$ cat src/rtl/param_sync_fifo.sv
`default_nettype none
// ============================================================================
// param_sync_fifo : single-clock FIFO, registered or first-word-fall-through read
// Revision: 1.0
// ============================================================================
module param_sync_fifo #(
  parameter int DATA_WIDTH = 8,
  parameter int DEPTH      = 16,
  parameter int AF_THRESH  = DEPTH - 4,
  parameter int AE_THRESH  = 2,
  parameter int FWFT       = 0
) (
  input  logic                       clk,
  input  logic                       rst_n,
  input  logic                       w_en,
  input  logic [DATA_WIDTH-1:0]      data_in,
  input  logic                       r_en,
  input  logic                       clr_err,
  output logic [DATA_WIDTH-1:0]      data_out,
  output logic                       full,
  output logic                       empty,
  output logic                       almost_full,
  output logic                       almost_empty,
  output logic [$clog2(DEPTH):0]     count,
  output logic                       overflow,
  output logic                       underflow
);

  localparam int c_PTR_W = $clog2(DEPTH);
  localparam int c_CNT_W = c_PTR_W + 1;

  logic [DATA_WIDTH-1:0] r_mem [DEPTH];
  logic [c_PTR_W-1:0]    r_wr_ptr;
  logic [c_PTR_W-1:0]    r_rd_ptr;

  logic                  w_rd_acc;
  logic                  w_wr_acc;
  logic [c_CNT_W-1:0]    w_count_next;
  logic [c_PTR_W-1:0]    w_rd_ptr_inc;
  logic [c_PTR_W-1:0]    w_wr_ptr_inc;

  // A full FIFO still accepts a write when a read frees a slot on the same edge.
  assign w_rd_acc     = r_en && !empty;
  assign w_wr_acc     = w_en && (!full || w_rd_acc);
  assign w_count_next = count + c_CNT_W'(w_wr_acc) - c_CNT_W'(w_rd_acc);
  assign w_rd_ptr_inc = r_rd_ptr + c_PTR_W'(1);
  assign w_wr_ptr_inc = r_wr_ptr + c_PTR_W'(1);

  always_ff @(posedge clk) begin
    if (rst_n && w_wr_acc) begin
      r_mem[r_wr_ptr] <= data_in;
    end
  end

  always_ff @(posedge clk) begin
    if (!rst_n) begin
      r_wr_ptr     <= '0;
      r_rd_ptr     <= '0;
      count        <= '0;
      full         <= 1'b0;
      empty        <= 1'b1;
      almost_full  <= 1'b0;
      almost_empty <= 1'b1;
      overflow     <= 1'b0;
      underflow    <= 1'b0;
    end else begin
      if (w_wr_acc) r_wr_ptr <= w_wr_ptr_inc;
      if (w_rd_acc) r_rd_ptr <= w_rd_ptr_inc;
      count        <= w_count_next;
      full         <= (w_count_next == c_CNT_W'(DEPTH));
      empty        <= (w_count_next == '0);
      almost_full  <= (w_count_next >= c_CNT_W'(AF_THRESH));
      almost_empty <= (w_count_next <= c_CNT_W'(AE_THRESH));
      // A new error event wins over a clear in the same cycle.
      if (w_en && !w_wr_acc)  overflow  <= 1'b1;
      else if (clr_err)       overflow  <= 1'b0;
      if (r_en && !w_rd_acc)  underflow <= 1'b1;
      else if (clr_err)       underflow <= 1'b0;
    end
  end

  generate
    if (FWFT != 0) begin : g_fwft
      // Head word is kept in data_out; the next head comes from memory or,
      // when the FIFO holds a single word, from the write bypass.
      always_ff @(posedge clk) begin
        if (!rst_n) begin
          data_out <= '0;
        end else if (w_rd_acc) begin
          if (count > c_CNT_W'(1)) data_out <= r_mem[w_rd_ptr_inc];
          else if (w_wr_acc)       data_out <= data_in;
        end else if (w_wr_acc && empty) begin
          data_out <= data_in;
        end
      end
    end else begin : g_reg_read
      always_ff @(posedge clk) begin
        if (!rst_n) begin
          data_out <= '0;
        end else if (w_rd_acc) begin
          data_out <= r_mem[r_rd_ptr];
        end
      end
    end
  endgenerate

endmodule
`default_nettype wire

$ cat config.mk
export PLATFORM = sky130hd
export DESIGN_NAME = param_sync_fifo
export DESIGN_NICKNAME = d
export VERILOG_FILES = /design/src/rtl/param_sync_fifo.sv
export SDC_FILE = /design/constraint.sdc
export NUM_CORES = 1
export LEC_CHECK = 0
export BUFFER_PORTS_ARGS = -buffer_cell sky130_fd_sc_hd__buf_2
export CELL_PAD_IN_SITES_DETAIL_PLACEMENT = 1
export CELL_PAD_IN_SITES_GLOBAL_PLACEMENT = 2
export CORE_MARGIN = 2
export CORE_UTILIZATION = 46
export DETAILED_ROUTE_END_ITERATION = 8
export PLACE_DENSITY_LB_ADDON = 0.1
export SETUP_SLACK_MARGIN = 0.1
export SYNTH_ARGS = -nofsm -noshare
export SYNTH_HDL_FRONTEND = slang
export SYNTH_SLANG_ARGS = --single-unit
export TNS_END_PERCENT = 5
$ cat constraint.sdc
create_clock -name clk -period 3.3 [get_ports clk]
set_clock_uncertainty 0.1 [all_clocks]
set_input_delay 0.66 -clock clk [delete_from_list [all_inputs] [get_ports clk]]
set_output_delay 0.66 -clock clk [all_outputs]
set_load 0.05 [all_outputs]
-- After elaboration in Yosys (flattened, before gate mapping)
Memory sizes are Yosys's and may differ from the RTL's. A register that Yosys moved wholly into a read port is not among the register bits.
Cells that the tools add are included.
W data, S select, Z words.
- add/sub/neg operators: 4
- $lt $le $gt $ge: 2
- eq/ne operators: 1
- muxes and demuxes: 5
- reduce and logical (&&, ||, !) cells: 14
- operator list (kind ; count):
    $add A4 B1 Y4 const B ; 2
    $add A5 B1 Y5 ; 1
    $eq A5 B5 Y1 const B ; 1
    $ge A5 B4 Y1 const B ; 1
    $le A5 B2 Y1 const B ; 1
    $logic_and A1 B1 Y1 ; 5
    $logic_not A1 Y1 ; 5
    $logic_not A5 Y1 ; 1
    $mux W1 ; 5
    $sub A5 B1 Y5 ; 1
    $reduce_bool A2 Y1 ; 2
    $logic_or A1 B1 Y1 ; 1
- register bits after elaboration: 19
- memory bits (writable): 128
- bits of input ports: 13
- output and inout port bits: 19
- word-level logic and storage cells: 36
- memories kept: 1
- memories (name ; words ; width ; rd ports ; clocked after Yosys merged registers in ; write ports ; RTL line ; source):
    r_mem ; 16 ; 8 ; 1 ; 1 ; 1 ; 32 ; logic [DATA_WIDTH-1:0] r_mem [DEPTH];

-- Longest topological paths before layout
- word-level depth: 7
- mapped depth: 12
- depth with buffers taken out: 11

-- Worst setup path after synthesis
OpenSTA, ideal clock, no wires.
- kind: input -> register
- start point: input r_en
- end point: register full
- library setup time: 0.091 ns
- data arrival time: 2.959 ns
- data required time: 3.109 ns
- slack: 0.150 ns
- cell stages on the path: 12
- buffers on the path: 1
- path through: nand2b_1 buf_2 a21boi_1 inv_1 ha_1 inv_1 ha_1 fa_1 a21o_1 a21oi_1 xnor2_1 nor4bb_1
- cells in the longest elaborated chain, start to end: 6
- ends and longest elaborated chain (what ; RTL line ; source):
    from (decl) ; 17 ; input logic r_en,
    $logic_and A1 B1 Y1 * ; 43 ; assign w_rd_acc = r_en && !empty;
    $logic_or A1 B1 Y1 ; 44 ; assign w_wr_acc = w_en && (!full || w_rd_acc);
    $logic_and A1 B1 Y1 ; 44 ;
    $add A5 B1 Y5 ; 45 ; assign w_count_next = count + c_CNT_W'(w_wr_acc) - c_CNT_W'(w_rd_acc);
    $sub A5 B1 Y5 * ; 45 ;
    $eq A5 B5 Y1 * ; 70 ; full <= (w_count_next == c_CNT_W'(DEPTH));
    to (signal assigned) ; 70 ;
    to (decl) ; 20 ; output logic full,
Every way passes the cells marked *; elsewhere a longest branch is shown, timed or not.
A chain may end at the register's enable or synchronous reset.

-- Worst setup path in the final report
- start point: register empty
- end point: register full
- cells in the longest elaborated chain, start to end: 7
- ends and longest elaborated chain (what ; RTL line ; source):
    from (decl) ; 21 ; output logic empty,
    from (signal assigned) ; 71 ; empty <= (w_count_next == '0);
    $logic_not A1 Y1 * ; 43 ;
    $logic_and A1 B1 Y1 * ; 43 ;
    $logic_or A1 B1 Y1 ; 44 ;
    $logic_and A1 B1 Y1 ; 44 ;
    $add A5 B1 Y5 ; 45 ;
    $sub A5 B1 Y5 * ; 45 ;
    $eq A5 B5 Y1 * ; 70 ;
Marked as above.

==> reports/metrics.yaml <==
outcome:
  status: "completed"
synthesis:
  ys_ff_latch: 155
  avgSynthCellArea_sq_um: 17.2
  netlist_instances: 361
  ys_warn_count: 0
  synth_cell_type_count: 45
  syn-num-nets: 385
  async_flop_share_pct: 0
  ys.flop_type: "edfxtp_1"
  synth_edf_count: 128
  seq_area_frac_synth_pct: 70.5
  syn-cell-area_sq_um: 6210
clocking:
  cts.repair.resized: 0
  cts_made_buffers: 17
  cts.path.max_buffers: 2
  holdBufCountCts: 0
  cts.sinks: 155
  post_cts_buffers: 0
  cts-root-buf: "clkbuf_16"
  cts_max_level: 4
  cts_tree: "done"
  clk_pin_slew_ns: 0.07
  clock_latency_ns: 0.43
setup_path:
  reg2regPathDepth: 11
  crit_type: "reg -> reg"
  max_stage_delay_ns: 0.40
  path_delay_family: "adder cells"
  rrSetupSlack_ns: 0.55
  cp_num_buf_inv: 2
  start_kind: "register"
  crit_slowest_cell: "fa_1"
  r2r_start: "empty"
  cp.required_ns: 3.54
  path_max_fanout: 5
  crit_chain: "nand2b_1 -> a21boi_1 -> inv_1 -> ha_1 -> inv_1 -> ha_1 -> fa_1 -> a21o_1 -> a21oi_1 -> xnor2_1 -> nor4bb_1"
  cp.arrival_ns: 2.99
  endpoint_kind: "register"
  r2r_end: "full"
layout:
  antenna_cells: 0
  fin_nets: 440
  drive_gt1_share_pct: 25.6
  fillCellCount: 1258
  area_growth_syn_to_layout_pct: 16.3
  multi_input_area_sq_um: 1700
  register_area_sq_um: 4390
  mostFrequentLayoutCells: "edfxtp_1, buf_2, dfxtp_1, buf_4, mux2_2"
  final_common_cell: "edfxtp_1"
  fin_area_sq_um: 7230
timing:
  rsz0062_at_grt: "no"
  post-route-period-util_pct: 83.3
  fmax_mhz: 364
  maxSlewViolCount: 0
  setup_tns_ns: 0
  fin_crit_ns: 2.75
  maxSlewHeadroom_pct: 44.5
  fin_ws_ns: 0.550
  tightest_slew_ns: 0.830
  setup_viol: 0
  hold_viol: 0
placed_design:
  place_ws_ns: 0.198
  gp_congestion: 0.711
  dp_hpwl_um: 8580
  port_buffers: 31
  placedInstanceArea_sq_um: 6670
floorplan:
  num_rows: 42
  die_w_um: 120
  die_h_um: 120
  coreArea_sq_um: 13200
  start_util_pct: 46.9
  top_level_ports: 32
  dieArea_sq_um: 14500
grt:
  grt_use_total_pct: 20.1
  overflow: 0
  grt_pass1_wl_um: 20700
  grt_max_degree: 39
  grt_pass1_vias: 3503
  antenna_found_initial: 0
detailed_routing:
  vias: 3307
  wl_per_cell_um: 22.0
  totalWireLength_um: 13300
  first_iter_violations: 161
  drc: 0
  drt_first_pass_iters: 4
  vias_per_cell: 5.47
  drtAntennaViolNets: 0
hold_path:
  whs_endpoint: "data_out[2]"
  min_path_type: "reg -> reg"
  min_from: "data_out[2]"
  whs_path_depth: 1
job:
  maxCapViolCount: 0
pwr:
  total_power_uw: 5170
  p_per_area_nw_per_um2: 715
  ir_worst_vdd_mv: 0.438
  leakage_uw: 0.00248
sequential cells by signal (all words and copies together) (netlist names):
name / cells
overflow: 1
r_wr_ptr: 4
r_rd_ptr: 4
r_mem: 128
underflow: 1
empty: 1
almost_full: 1
almost_empty: 1
data_out: 8
count: 5
full: 1
cells in the mapped netlist, types with 9 or more instances:
cell type,n,area [sq um]
ha_1,10,125
nor2_1,16,60.1
mux2_2,18,203
nor2b_1,17,106
inv_1,10,37.5
and2_1,12,75.1
mux4_1,13,342
dfxtp_1,27,541
edfxtp_1,128,3840
xnor2_1,9,78.8
how the worst max path moves through the flow:
stage	startpoint	to	slack (ns)	cells after the start
after floorplan	r_en	full	0.15	12
after global placement	r_en	full	0.28	12
after detailed placement	r_en	full	0.20	12
after CTS	empty	full	0.54	11
after global routing	empty	full	0.37	11
final	empty	full	0.55	11
cell families after synthesis:
logic type | count (synthesis) | synth area share [%]
AO/OA/AOI/OAI | 44 | 5.52
XOR/XNOR | 10 | 1.41
adder cells (fa/ha/maj) | 11 | 2.34
buffers and inverters | 27 | 2.13
flip-flops | 155 | 70.5
multiplexers | 42 | 11.6
AND/OR/NAND/NOR | 72 | 6.44
per-stage QoR:
stage                     cells  utilization [%]  hold slack [ns]
after floorplan             361                -            0.435
after global placement      573             50.4            0.372
after detailed placement    573             50.4            0.377
after CTS                   605             54.6            0.399
after global routing        605             54.6            0.406
final                       605             54.6            0.392
where the power goes:
part	total [uW]	internal, uW	switching [uW]
Clock	1840	989	854
Combinational	1030	387	646
Sequential	2290	2220	69.1
layer usage:
layer | up-vias | GRT usage [%] | part of all wire [%]
li1 | 1546 | - | -
met1 | 1697 | 26.8 | 47
met2 | 49 | 32.2 | 48
met3 | 15 | 4.86 | 3.0
met4 | 0 | 7.49 | 1.6
met5 | - | 0 | 0
area by class of cell:
cell class,count,area share (%)
clock buffer,17,5.89
clock inverter,15,1.82
inverter,11,0.571
multi-input combinational,179,23.5
sequential,155,60.7
tap,176,3.05
timing repair buffer,52,4.50
(Power assumes the default switching activity.)
